## config.mk

```make
export PLATFORM = sky130hd
export DESIGN_NAME = hazard_ctrl
export DESIGN_NICKNAME = d
export VERILOG_FILES = /design/src/rtl/hazard_ctrl.sv
export SDC_FILE = /design/constraint.sdc
export NUM_CORES = 1
export LEC_CHECK = 0
export CAP_MARGIN = 40
export CORE_MARGIN = 3
export CORE_UTILIZATION = 35
export DETAILED_ROUTE_END_ITERATION = 12
export GPL_ROUTABILITY_DRIVEN = 0
export PLACE_DENSITY_LB_ADDON = 0.25
export RECOVER_POWER = 100
export SYNTH_ARGS = -nofsm -noshare
export SYNTH_HDL_FRONTEND = slang
export SYNTH_SLANG_ARGS = --single-unit
```

## constraint.sdc

```tcl
create_clock -name CLK -period 2.3 [get_ports CLK]
set_clock_uncertainty 0.05 [all_clocks]
set_input_delay 0.69 -clock CLK [delete_from_list [all_inputs] [get_ports CLK]]
set_output_delay 0.69 -clock CLK [all_outputs]
set_load 0.005 [all_outputs]
```

## src/rtl/hazard_ctrl.sv

```systemverilog
// -----------------------------------------------------------------------------
// hazard_ctrl
// Hazard and sequencing controller for a 5-stage (F/D/E/M/W) pipeline.
//   - Combinational forwarding selects for the two E-stage ALU operands.
//   - Stall / flush controls for the F/D, D/E and E/M pipeline registers.
//     FLUSH_E drives the CLR of the D/E register.
//   - Multi-cycle data-memory sequencing: a req/ack wait state with a
//     timeout that parks the pipeline in HALT and raises a sticky MEM_ERR.
//
// Ports:
//   CLK, CLR                      clock (state on posedge), async active-high reset
//   RA1_D, RA2_D                  source registers of the instruction in D
//   RA1_E, RA2_E                  source registers of the instruction in E
//   WRITE_REG_E/M/W, REG_WRITE_E/M/W  destination register and write enable per stage
//   MEM_TO_REG_E                  instruction in E is a load
//   BRANCH_TAKEN_E                branch resolved taken in E
//   MEM_REQ_M, MEM_ACK            data-memory request in M / completion this cycle
//   FWD_A_E, FWD_B_E              operand select: 00 regfile, 01 W result, 10 M result
//   STALL_F/D/E/M                 hold the corresponding stage register
//   FLUSH_D, FLUSH_E              clear the F/D and D/E registers
//   BUBBLE_W                      M/W register captures a bubble
//   MEM_ERR                       sticky memory-timeout flag
//
// Optional feature macro HAZARD_PERF_CNT_EN adds saturating 32-bit counters:
//   STALL_CNT (cycles with STALL_D), FLUSH_CNT (cycles with FLUSH_E),
//   WAIT_CNT (cycles spent in MEM_WAIT).
// -----------------------------------------------------------------------------
module hazard_ctrl #(
  parameter int TIMEOUT_CYCLES = 16,  // legal range 2..255
  parameter int CNT_W          = 8    // 2**CNT_W must exceed TIMEOUT_CYCLES
) (
  input  logic       CLK,
  input  logic       CLR,
  input  logic [4:0] RA1_D,
  input  logic [4:0] RA2_D,
  input  logic [4:0] RA1_E,
  input  logic [4:0] RA2_E,
  input  logic [4:0] WRITE_REG_E,
  input  logic [4:0] WRITE_REG_M,
  input  logic [4:0] WRITE_REG_W,
  input  logic       REG_WRITE_E,
  input  logic       REG_WRITE_M,
  input  logic       REG_WRITE_W,
  input  logic       MEM_TO_REG_E,
  input  logic       BRANCH_TAKEN_E,
  input  logic       MEM_REQ_M,
  input  logic       MEM_ACK,
  output logic [1:0] FWD_A_E,
  output logic [1:0] FWD_B_E,
  output logic       STALL_F,
  output logic       STALL_D,
  output logic       STALL_E,
  output logic       STALL_M,
  output logic       FLUSH_D,
  output logic       FLUSH_E,
  output logic       BUBBLE_W,
  output logic       MEM_ERR
`ifdef HAZARD_PERF_CNT_EN
  ,
  output logic [31:0] STALL_CNT,
  output logic [31:0] FLUSH_CNT,
  output logic [31:0] WAIT_CNT
`endif
);

  typedef enum logic [1:0] {
    RUN      = 2'd0,
    MEM_WAIT = 2'd1,
    HALT     = 2'd2
  } state_t;

  localparam logic [CNT_W-1:0] LAST_WAIT = CNT_W'(TIMEOUT_CYCLES - 1);

  state_t           r_state;
  logic [CNT_W-1:0] r_cnt;
  logic             r_mem_err;

  // Operand select for one E-stage source. r0 never forwards, and the M
  // stage holds the younger result so it wins over W.
  function automatic logic [1:0] fwd_sel(
    input logic [4:0] ra,
    input logic [4:0] wr_m,
    input logic       rw_m,
    input logic [4:0] wr_w,
    input logic       rw_w
  );
    if (rw_m && (wr_m != 5'd0) && (wr_m == ra))      return 2'b10;
    else if (rw_w && (wr_w != 5'd0) && (wr_w == ra)) return 2'b01;
    else                                             return 2'b00;
  endfunction

  assign FWD_A_E = fwd_sel(RA1_E, WRITE_REG_M, REG_WRITE_M, WRITE_REG_W, REG_WRITE_W);
  assign FWD_B_E = fwd_sel(RA2_E, WRITE_REG_M, REG_WRITE_M, WRITE_REG_W, REG_WRITE_W);

  // Load in E whose destination is read by the instruction in D.
  logic w_load_use;
  assign w_load_use = MEM_TO_REG_E && REG_WRITE_E && (WRITE_REG_E != 5'd0) &&
                      ((WRITE_REG_E == RA1_D) || (WRITE_REG_E == RA2_D));

  logic w_mem_miss;
  assign w_mem_miss = MEM_REQ_M && !MEM_ACK;

  logic w_stall_fd;   // STALL_F and STALL_D
  logic w_stall_em;   // STALL_E and STALL_M, also BUBBLE_W
  logic w_flush_d;
  logic w_flush_e;

  always_comb begin
    // NOTE: every signal gets a default before the case so no path leaves it
    // unassigned; otherwise synthesis would infer a latch.
    w_stall_fd = 1'b0;
    w_stall_em = 1'b0;
    w_flush_d  = 1'b0;
    w_flush_e  = 1'b0;

    unique case (r_state)
      RUN, MEM_WAIT: begin
        // A pending memory access freezes the whole pipeline and masks branch
        // and load-use; an ack in MEM_WAIT drops the freeze in the same cycle
        // so the normal run rules take over immediately.
        if ((r_state == RUN) ? w_mem_miss : !MEM_ACK) begin
          w_stall_fd = 1'b1;
          w_stall_em = 1'b1;
        end else if (BRANCH_TAKEN_E) begin
          w_flush_d = 1'b1;
          w_flush_e = 1'b1;
        end else if (w_load_use) begin
          w_stall_fd = 1'b1;
          w_flush_e  = 1'b1;
        end
      end
      HALT: begin
        w_stall_fd = 1'b1;
        w_stall_em = 1'b1;
      end
      default: begin
        w_stall_fd = 1'b0;
      end
    endcase

    // Hold every control at its reset value while CLR is asserted.
    if (CLR) begin
      w_stall_fd = 1'b0;
      w_stall_em = 1'b0;
      w_flush_d  = 1'b0;
      w_flush_e  = 1'b0;
    end
  end

  assign STALL_F  = w_stall_fd;
  assign STALL_D  = w_stall_fd;
  assign STALL_E  = w_stall_em;
  assign STALL_M  = w_stall_em;
  assign BUBBLE_W = w_stall_em;
  assign FLUSH_D  = w_flush_d;
  assign FLUSH_E  = w_flush_e;
  assign MEM_ERR  = r_mem_err;

  // NOTE: sequential state uses non-blocking assignments so every register
  // samples the pre-edge values regardless of evaluation order.
  always_ff @(posedge CLK or posedge CLR) begin
    if (CLR) begin
      r_state   <= RUN;
      r_cnt     <= '0;
      r_mem_err <= 1'b0;
    end else begin
      unique case (r_state)
        RUN: begin
          if (w_mem_miss) begin
            r_state <= MEM_WAIT;
            r_cnt   <= CNT_W'(1);
          end
        end
        MEM_WAIT: begin
          if (MEM_ACK) begin
            r_state <= RUN;
          end else if (r_cnt == LAST_WAIT) begin
            r_state   <= HALT;
            r_mem_err <= 1'b1;
          end else begin
            r_cnt <= r_cnt + CNT_W'(1);
          end
        end
        HALT: begin
          r_state <= HALT;   // only CLR leaves HALT
        end
        default: begin
          r_state <= RUN;
        end
      endcase
    end
  end

`ifdef HAZARD_PERF_CNT_EN
  logic [31:0] r_stall_cnt;
  logic [31:0] r_flush_cnt;
  logic [31:0] r_wait_cnt;

  // Saturating event counters, sampled at the end of each cycle.
  always_ff @(posedge CLK or posedge CLR) begin
    if (CLR) begin
      r_stall_cnt <= '0;
      r_flush_cnt <= '0;
      r_wait_cnt  <= '0;
    end else begin
      if (w_stall_fd && (r_stall_cnt != '1)) r_stall_cnt <= r_stall_cnt + 32'd1;
      if (w_flush_e  && (r_flush_cnt != '1)) r_flush_cnt <= r_flush_cnt + 32'd1;
      if ((r_state == MEM_WAIT) && (r_wait_cnt != '1)) r_wait_cnt <= r_wait_cnt + 32'd1;
    end
  end

  assign STALL_CNT = r_stall_cnt;
  assign FLUSH_CNT = r_flush_cnt;
  assign WAIT_CNT  = r_wait_cnt;
`endif

endmodule

```

* After elaboration in Yosys (flattened, before gate mapping)
Index checks and enable logic that the tools add are counted.
Operators by class: multiplexer cells 29, $add $sub $neg 1, eq/ne operators 13, bitwise operators 1, reduce and logical (&&, ||, !) cells 21
Operators with widths (number):
- $eq A5 B5 Y1 | 6
- $mux W8 | 3
- $mux W1 | 17
- $pmux W8 S2 | 1
- $reduce_bool A5 Y1 | 3
- $logic_and A1 B1 Y1 | 10
- $mux W2 | 5
- $add A8 B1 Y8 const B | 1
- $eq A8 B4 Y1 const B | 1
- $ne A2 B2 Y1 const B | 3
- $pmux W2 S3 | 1
- $pmux W1 S2 | 2
- $reduce_and A4 Y1 | 1
- $ne A3 B3 Y1 const B | 1
- $reduce_and A3 Y1 | 1
- $eq A2 B1 Y1 const B | 1
- $eq A2 B2 Y1 const B | 1
- $logic_not A2 Y1 | 1
- $reduce_and A2 Y1 | 1
- $reduce_bool A2 Y1 | 1
- $reduce_or A2 Y1 | 1
- $logic_not A1 Y1 | 1
- $logic_or A1 B1 Y1 | 1
- $not A1 Y1 | 1
Storage, ports and cells: output and inout port bits 12, logic and storage cells 68, input bits 44, flip-flop bits (word level) 11

* Logic depth before layout (Yosys ltp)
depth in word-level cells 8, gate-level depth with buffers 5, depth with buffers taken out 5

* Worst setup path before layout
No wires, ideal clock.
kind input to output, from input port WRITE_REG_M[1], to output port FWD_A_E[0], path buffers 0, slack -179 ps, data required time 1560 ps, arrival 1739 ps, stages 4, path through or4_1 o21ai_1 nor4_1 nor4_2
On the way: word-level cells in the longest chain between the ends 4, elaborated cells between the ends (all ways) 5, classes of those cells eq/ne: 1; mux: 1; reduce/logical: 3
Ends and longest elaborated chain:
- start, declared | line 39 | input logic [4:0] WRITE_REG_M,
- $reduce_bool A5 Y1 | line 87 | if (rw_m && (wr_m != 5'd0) && (wr_m == ra)) return 2'b10;
- $logic_and A1 B1 Y1 | line 87
- $logic_and A1 B1 Y1 (*) | line 87
- $mux W2 (*) | line 87
- end, declared | line 48 | output logic [1:0] FWD_A_E,
Mark *: on every way between the ends. The rest lies on a longest branch, timed or not.

* Worst setup path in the final report
from input port WRITE_REG_M[2], to output port FWD_B_E[0]
On the way: word-level cells in the longest chain between the ends 4, elaborated cells between the ends (all ways) 5, classes of those cells eq/ne: 1; mux: 1; reduce/logical: 3
Ends and longest elaborated chain:
- $reduce_bool A5 Y1 | line 87
- $logic_and A1 B1 Y1 | line 87
- $logic_and A1 B1 Y1 (*) | line 87
- $mux W2 (*) | line 87
- end, declared | line 49 | output logic [1:0] FWD_B_E,
Marks and branches as above.

==> impl_metrics.csv <==
group,metric,value,unit
status,status,"finished with violations",
status,violations,"setup timing",
critical_path,reg2reg_slack,0.10,ns
global_routing,first_global_vias,1522,
critical_path,critPathLaunchType,"input port",
cells_and_area,final_common_cell,"buf_4",
power,sw_frac_of_total,0.335,
clock_tree,cts_tree,"built",
cells_and_area,fin_util,0.762,
global_routing,antenna_found_initial,0,
synth,synth_top_cell_area_share,0.248,
detailed_routing,vias_per_cell,5.01,
timing,fin_crit,2.69,ns
synth,synth_cell_types,36,
synth,ys_warn_count,0,
cells_and_area,fin_nets,274,
hold_path,worst_hold_path.num_cells,1,
clock_tree,clk_pin_slew,0.07,ns
power,peakVddDrop,0.205,mV
detailed_routing,drc,0,
timing,timing.max_slew.rel_slack,0.394,
power,power.density,325,nW/um2
synth,synthFlopType,"dfrtp_1",
critical_path,end_kind,"output port",
global_routing,grt_pass1_wl,6.84,mm
detailed_routing,wl_per_cell,15.9,um
floorplan,dieArea,3880,um2
hold_path,hold_end,"MEM_ERR",
floorplan,core_area,2880,um2
placed_design,dp_cells,248,
run,cap_violations,0,
synth,synth_xor_area_frac,0.245,
clock_tree,cts_buffer_depth,2,
synth,ys_seq_area_frac,0.248,
synth,synth_mux_area_frac,0.0406,
cells_and_area,fill_cells,208,
synth,syn-cell-area,1110,um2
synth,avgSynthCellArea,9.16,um2
detailed_routing,ant_nets,0,
detailed_routing,vias,1353,
synth,synth_top_cell_by_area,"dfrtp_1",
floorplan,dieWidth,62.3,um
power,seqPwrFrac,0.327,
timing,fin_setup_tns,-2.04,ns
synth,synth_top_family_by_area,"simple AND/OR/NAND/NOR gates",
clock_tree,cts-hold-fix-buffers,0,
timing,fin_crit_sh,1.17,
power,combPwrFrac,0.486,
clock_tree,cts_sinks,11,
critical_path,worstPathMaxFanout,2,
timing,grt_setup_unrepaired,"true",
global_routing,gr-total-overflow,0,
synth,synth-simple-area-share,0.305,
synth,ys_seq_elements,11,
global_routing,grt_max_degree,12,
critical_path,r2r_start,"r_state[1]",
critical_path,worst_r2r_endpoint,"r_cnt[4]",
placed_design,port_buffers,55,
synth,synth_edf_count,0,
detailed_routing,dr.pass1.iters,4,
clock_tree,cts_buffers,3,
synth,async_flop_share,1.00,
cells_and_area,diodes,0,
floorplan,rows,19,
timing,setup_viol,7,
hold_path,hold_start,"MEM_ERR",
critical_path,reg2reg_depth,12,
power,p_leak,1.04,nW
detailed_routing,wirelength,4.30,mm
synth,syn-instance-count,121,
timing,timing.fmax,372,MHz
clock_tree,clk_latency,0.27,ns
hold_path,hold_path_class,"flop to flop",
cells_and_area,layout_common_cells,"buf_4, xor2_1, buf_6",
power,clockPowerShare,0.187,
synth,synth_area_leaders,"dfrtp_1, xor2_1, xnor2_1",
placed_design,hpwl,2.94,mm
synth,synth_compound_area_frac,0.106,
cells_and_area,drive_above_1_share,0.504,
synth,syn_nets,166,
synth,synthAdderAreaFrac,0.0113,
timing,slew_violations,0,
clock_tree,ctsRootBufferMaster,"clkbuf_4",
timing,setup_ws,-0.389,ns
power,p_int,474,uW
critical_path,crit_required,1.56,ns
detailed_routing,drt_iter0_drc,70,
global_routing,grt_usage,0.219,
floorplan,ioPinCount,56,
cells_and_area,area_delta_synth_final,97.6,%
floorplan,die_y,62.3,um
floorplan,start_util,0.385,
critical_path,path_class,"input port to output port",
power,switchingPower,239,uW
placed_design,place_ws,-1.10,ns
timing,whs,0.445,ns
cells_and_area,finalNonFillerCells,270,
timing,worstMarginPinSlew,0.901,ns
clock_tree,htreeDepth,1,
timing,hold_viol_final,0,
critical_path,arrival,1.95,ns
==> through the flow <==
stage | cell area, um2 | power, mW
6_report | 2190 | 0.712
3_3_place_gp | 1950 | 0.524
3_5_place_dp | 1950 | 0.534
5_1_grt | 2190 | 0.754
4_1_cts | 2180 | 0.702
2_1_floorplan | 1110 | 0.354
==> how the worst max path moves through the flow <==
stage | to | slack [ns] | start
2_1_floorplan | FWD_A_E[0] | -0.09 | RA1_E[1]
3_3_place_gp | FWD_A_E[0] | -1.09 | RA1_E[1]
3_5_place_dp | FWD_A_E[0] | -1.10 | RA1_E[1]
4_1_cts | FWD_A_E[0] | -0.51 | WRITE_REG_M[3]
5_1_grt | FWD_A_E[0] | -0.45 | WRITE_REG_M[2]
6_report | FWD_B_E[0] | -0.39 | WRITE_REG_M[2]
==> worst max-delay path, stage by stage <==
cell and delay [ns]:
buf_6 0.09, or4_4 0.54, o21ai_4 0.17, buf_6 0.12, nor4_4 0.05, nor3_2 0.16
buf_2 0.13
==> flip-flops by register name (all words and copies together), names as in the netlist <==
signal	cells
r_cnt	8
r_state	2
MEM_ERR	1
==> synthesized netlist by cell type, types with 2 or more instances <==
| cell | count |
|---|---|
| and3_1 | 2 |
| o21ai_1 | 2 |
| nor4_2 | 2 |
| inv_1 | 2 |
| buf_4 | 4 |
| nand4b_1 | 3 |
| or4_1 | 4 |
| xnor2_1 | 9 |
| a21oi_1 | 2 |
| o21ai_0 | 3 |
| nor2b_1 | 3 |
| nor3_1 | 5 |
| o21a_1 | 2 |
| xor2_1 | 22 |
| nand2_1 | 2 |
| o21bai_1 | 2 |
| nor4_1 | 3 |
| mux2_4 | 3 |
| nor2_1 | 11 |
| dfrtp_1 | 11 |
| nand3_1 | 9 |
==> what timing repair did <==
item                                    CTS  global route
setup buffers                            17             6
gates resized for setup                 161            44
endpoints found under the setup margin   11            11
pin swaps                                36            24
==> power groups by stage <==
| stage | logic, mW | clock network, mW | registers, mW |
|---|---|---|---|
| after floorplan | 0.126 | 0 | 0.228 |
| after global placement | 0.289 | 0 | 0.235 |
| after detailed placement | 0.298 | 0 | 0.236 |
| after CTS | 0.335 | 0.135 | 0.232 |
| after global routing | 0.372 | 0.146 | 0.236 |
| final | 0.346 | 0.133 | 0.233 |
==> cells by family after synthesis <==
family                     Yosys count
and+or+nand+nor                     53
xor gates and xnor gates            31
AOI/OAI and AO/OA                   15
DFF                                 11
buffers and inverters                7
muxes                                3
adders and majority gates            1
==> layout make-up <==
class / count / area (um2) / area share
multi-input cells: 103 / 941 / 0.429
repair buffers: 108 / 887 / 0.405
clock buffers: 4 / 26.3 / 0.0120
well taps: 42 / 52.6 / 0.0240
flip-flops and latches: 11 / 277 / 0.126
inverters: 2 / 7.51 / 0.00343
==> metal layers <==
metal  share of wire  GRT usage
met4           0.027     0.0523
met3           0.065     0.0450
met1            0.35      0.224
met2            0.56      0.446
met5               0          0
(Power assumes the default switching activity.)
